File: src/rtl/pipe_hazard_ctrl.sv
// pipe_hazard_ctrl: stall/flush sequencer for a 5-stage MIPS32 pipeline.
// Combines load-use detection, taken-branch flushing, a divider hand-shake FSM,
// and a data-memory wait hold with timeout, plus a stall-cycle counter.
module pipe_hazard_ctrl #(
    parameter int TMO_W       = 8,
    parameter int MEM_TIMEOUT = 255,
    parameter int CNT_W       = 32
) (
    input  logic             clk,
    input  logic             rst,
    input  logic [4:0]       id_rs,
    input  logic [4:0]       id_rt,
    input  logic             id_rs_used,
    input  logic             id_rt_used,
    input  logic             id_branch_taken,
    input  logic             ex_mem_rd,
    input  logic [4:0]       ex_waddr,
    input  logic             ex_div_start,
    input  logic             div_done,
    input  logic             mem_req,
    input  logic             mem_ack,
    output logic             stall_pc,
    output logic             stall_if_id,
    output logic             stall_id_ex,
    output logic             stall_ex_mem,
    output logic             flush_if_id,
    output logic             flush_id_ex,
    output logic             flush_ex_mem,
    output logic             flush_mem_wb,
    output logic             div_go,
    output logic             bus_err,
    output logic [CNT_W-1:0] stall_cycles
);

    localparam logic [TMO_W-1:0] TMO_VAL = TMO_W'(MEM_TIMEOUT);

    typedef enum logic [1:0] {
        IDLE     = 2'd0,
        DIV_BUSY = 2'd1,
        DIV_DONE = 2'd2
    } div_state_t;

    div_state_t       state;
    div_state_t       next_state;
    logic [TMO_W-1:0] wait_cnt;
    logic             lu;
    logic             mh;
    logic             db;
    logic             start_div;
    logic             hold_front;

    // Hazard detection, divider next-state, and all stall/flush outputs (gated off during reset)
    always_comb begin
        next_state = state;
        db         = 1'b0;
        start_div  = 1'b0;

        lu = ex_mem_rd && (ex_waddr != 5'd0) &&
             ((id_rs_used && (id_rs == ex_waddr)) || (id_rt_used && (id_rt == ex_waddr)));
        mh = mem_req && !mem_ack && (wait_cnt != TMO_VAL);

        case (state)
            IDLE: begin
                if (ex_div_start) begin
                    db = 1'b1;
                    if (!mh) begin
                        next_state = DIV_BUSY;
                        start_div  = 1'b1;
                    end
                end
            end
            DIV_BUSY: begin
                db = 1'b1;
                if (div_done) begin
                    next_state = mh ? DIV_DONE : IDLE;
                end
            end
            DIV_DONE: begin
                db = mh;
                if (!mh) begin
                    next_state = IDLE;
                end
            end
            default: begin
                next_state = IDLE;
            end
        endcase

        hold_front   = mh || db || lu;
        stall_pc     = !rst && hold_front;
        stall_if_id  = !rst && hold_front;
        stall_id_ex  = !rst && (mh || db);
        stall_ex_mem = !rst && mh;
        flush_mem_wb = !rst && mh;
        flush_ex_mem = !rst && db && !mh;
        flush_id_ex  = !rst && lu && !mh && !db;
        flush_if_id  = !rst && id_branch_taken && !hold_front;
        div_go       = !rst && start_div;
    end

    // Divider sequencing state register
    always_ff @(posedge clk) begin
        if (rst) begin
            state <= IDLE;
        end else begin
            state <= next_state;
        end
    end

    // Memory wait counter; on reaching the timeout the hold is dropped and a sticky error is raised
    always_ff @(posedge clk) begin
        if (rst) begin
            wait_cnt <= '0;
            bus_err  <= 1'b0;
        end else if (mem_req && !mem_ack) begin
            if (wait_cnt == TMO_VAL) begin
                wait_cnt <= '0;
                bus_err  <= 1'b1;
            end else begin
                wait_cnt <= wait_cnt + TMO_W'(1);
            end
        end else begin
            wait_cnt <= '0;
        end
    end

    // Performance counter of cycles in which the PC was held
    always_ff @(posedge clk) begin
        if (rst) begin
            stall_cycles <= '0;
        end else if (stall_pc) begin
            stall_cycles <= stall_cycles + CNT_W'(1);
        end
    end

endmodule

File: config.mk
export PLATFORM = sky130hd
export DESIGN_NAME = pipe_hazard_ctrl
export DESIGN_NICKNAME = d
export VERILOG_FILES = /design/src/rtl/pipe_hazard_ctrl.sv
export SDC_FILE = /design/constraint.sdc
export NUM_CORES = 1
export LEC_CHECK = 0
export ABC_AREA = 0
export CAP_MARGIN = 5
export CORE_ASPECT_RATIO = 0.8
export CORE_UTILIZATION = 38
export DETAILED_ROUTE_END_ITERATION = 12
export GPL_ROUTABILITY_DRIVEN = 0
export GPL_TIMING_DRIVEN = 0
export PLACE_DENSITY = 0.66
export SLEW_MARGIN = 20
export SYNTH_ARGS = -nofsm -noshare
export SYNTH_HDL_FRONTEND = slang
export SYNTH_SLANG_ARGS = --single-unit
File: constraint.sdc
create_clock -name clk -period 8.4 [get_ports clk]
set_input_delay 2.52 -clock clk [delete_from_list [all_inputs] [get_ports clk]]
set_output_delay 2.52 -clock clk [all_outputs]
set_load 0.01 [all_outputs]
==> impl_metrics.env <==
export IMPL_core_area_um2=5650
export IMPL_die_area_um2=6390
export IMPL_worst_slack_ps=849
export IMPL_yosys_area_top_type_share_pct=37.3
export IMPL_slew_violations=0
export IMPL_h_tree_depth=2
export IMPL_final_cell_area_um2=3170
export IMPL_worstPathRequired_ps=5880
export IMPL_synth_edf_count=0
export IMPL_ys_seq_elements=43
export IMPL_cts_root_buf="clkbuf_8"
export IMPL_slew_headroom_pct=64.8
export IMPL_path_clk_slew_ps=70
export IMPL_yosysSeqAreaShare_pct=37.3
export IMPL_syn_num_nets=297
export IMPL_clockBufferDepth=2
export IMPL_rows=24
export IMPL_wire_per_inst_um=14.1
export IMPL_final_antenna_net_count=0
export IMPL_grt_max_degree=13
export IMPL_finalNetCount=370
export IMPL_first_pass_iters=4
export IMPL_drt_initial_drc_count=144
export IMPL_worst_pin_slew_ps=527
export IMPL_wl_met3_um=208
export IMPL_outcome="completed"
export IMPL_drc_errors=0
export IMPL_synth_area_leaders="dfxtp_1 37%, a21oi_1 6.7%, xnor2_1 5.3%"
export IMPL_clock_skew_ps=14.1
export IMPL_synth_flop_cell="dfxtp_1"
export IMPL_dp_slack_ps=835
export IMPL_grtUsageTotal_pct=19.5
export IMPL_grt_overflow_total=0
export IMPL_cp_end_kind="output pin"
export IMPL_mostFrequentLayoutCell="clkdlybuf4s50_1"
export IMPL_final_cell_mix="66 x clkdlybuf4s50_1, 43 x dfxtp_1, 31 x a21oi_1"
export IMPL_grt_pass1_wl_um=9850
export IMPL_cts_setup_buffers=0
export IMPL_post_cts_resized=0
export IMPL_setup_violations=0
export IMPL_grt_antenna_before_repair=0
export IMPL_die_height_um=71.7
export IMPL_synthArstFlopShare_pct=0
export IMPL_fmax_mhz=132
export IMPL_initial_core_util_pct=40.9
export IMPL_highest_layer="met4"
export IMPL_hold_viol=0
export IMPL_grt_pass1_vias=2075
export IMPL_holdBufCountCts=0
export IMPL_worstPathArrival_ps=5030
export IMPL_numPortBuffers=66
export IMPL_cts_tree="done"
export IMPL_min_path_type="register to register"
export IMPL_crit_type="primary input to output pin"
export IMPL_drv_cap=0
export IMPL_fillers=553
export IMPL_ios=67
export IMPL_antenna_cells=0
export IMPL_min_period_ps=7550
export IMPL_cp_start_kind="primary input"
export IMPL_syn_cell_area_um2=2310
export IMPL_synth_top_cell_by_area="dfxtp_1"
export IMPL_wl_met2_um=2760
export IMPL_via_count=2278
export IMPL_vias_per_cell=5.41
export IMPL_yosysWarnings=0
export IMPL_die_x_um=89.1
export IMPL_cts_sinks=43
export IMPL_layout_drive_gt1_share_pct=8.16
export IMPL_post_dp_cell_area_um2=3070
export IMPL_finalWirelength_um=5930
export IMPL_dp_hpwl_um=4310
export IMPL_avgSynthCellArea_um2=8.55
export IMPL_synthCells=270
export IMPL_powerDensity_nw_per_um2=133
export IMPL_leakagePower_nw=1.03
export IMPL_timing_final_crit_share_pct=89.9
export IMPL_clk_latency_ps=300
export IMPL_grt_setup_unrepaired="no"
export IMPL_wl_met1_um=2900
export IMPL_area_growth_pct=37.3
export IMPL_setup_tns_final_ps=0
export IMPL_cts_buffers=5
export IMPL_ir_drop_v=0.0000786
export IMPL_crit_fanout=10
export IMPL_synthDistinctLibCells=41
==> synthesized netlist by cell type, drive strengths merged (2+ instances only) <==
| library cell | instances |
|---|---|
| nand3 | 16 |
| ha | 2 |
| buf | 9 |
| xnor2 | 14 |
| inv | 5 |
| o21ai | 18 |
| xor2 | 3 |
| nand4 | 12 |
| and4 | 3 |
| or4 | 14 |
| or3 | 17 |
| nor2b | 3 |
| nand2 | 16 |
| dfxtp | 43 |
| nor4 | 2 |
| a21oi | 32 |
| nor3 | 6 |
| mux2 | 2 |
| and3 | 7 |
| clkbuf | 7 |
| and2 | 2 |
| o31ai | 14 |
| nor2 | 16 |
==> logic make-up after synthesis <==
family                   Yosys count  share of synthesized area [%]
adder cells (fa/ha/maj)            2                           1.08
flip-flops                        43                           37.3
buffers and inverters             21                           5.74
multiplexers                       3                           1.41
AND/OR/NAND/NOR                  119                           31.2
AO/OA/AOI/OAI                     65                           16.8
XOR/XNOR                          17                           6.45
==> worst max-delay path, stage by stage <==
cell and delay, ps:
clkdlybuf4s50_1 470, or4_1 540, o21ai_1 130, inv_1 90
a21oi_4 270, buf_6 190, buf_6 140, nor2_1 60
buf_4 150, clkdlybuf4s50_1 460
==> power by group <==
group | internal (mW) | leakage (nW) | switching (mW)
sequential | 0.206 | 0.347 | 0.00319
clock | 0.0872 | 0.0513 | 0.0691
combinational | 0.0303 | 0.627 | 0.0262
total | 0.324 | 1.03 | 0.0985
==> stage by stage <==
stage	util, %	hold WS [ps]	std cells	power (mW)
2_1_floorplan	-	430	270	0.243
3_3_place_gp	54.3	446	414	0.270
3_5_place_dp	54.3	461	414	0.271
4_1_cts	56.1	480	421	0.427
5_1_grt	56.1	508	421	0.441
6_report	56.1	470	421	0.422
==> metal layers <==
layer / global-route usage, % / vias to the layer above
met5: 0 / -
met4: 4.41 / 0
met3: 3.92 / 7
met2: 31.0 / 43
met1: 27.2 / 1079
li1: - / 1149
==> cell type report <==
type	count	area (um2)	share of cell area, %
multi-input combinational	206	1320	41.5
clock buffer	6	72.6	2.29
tap	78	97.6	3.08
timing repair buffer	66	661	20.8
clock inverter	1	30.0	0.947
sequential	43	861	27.2
buffer	16	114	3.59
inverter	5	18.8	0.592
==> path summary, 6_finish.rpt <==
| kind | start | to | slack [ps] | cells past startpoint |
|---|---|---|---|---|
| min reg2reg | wait_cnt[0]$_SDFF_PP0_ | wait_cnt[0]$_SDFF_PP0_ | 470 | 1 |
| max | ex_waddr[1] | stall_pc | 850 | 10 |
| max reg2reg | wait_cnt[0]$_SDFF_PP0_ | stall_cycles[1]$_SDFFE_PP0P_ | 6220 | 9 |
| min | wait_cnt[0]$_SDFF_PP0_ | wait_cnt[0]$_SDFF_PP0_ | 470 | 1 |
==> state kept, by name (all words and copies together) (netlist names) <==
register,count
stall_cycles,32
wait_cnt,8
bus_err,1
state,2
Note: power is estimated with default switching activity, not from simulation.
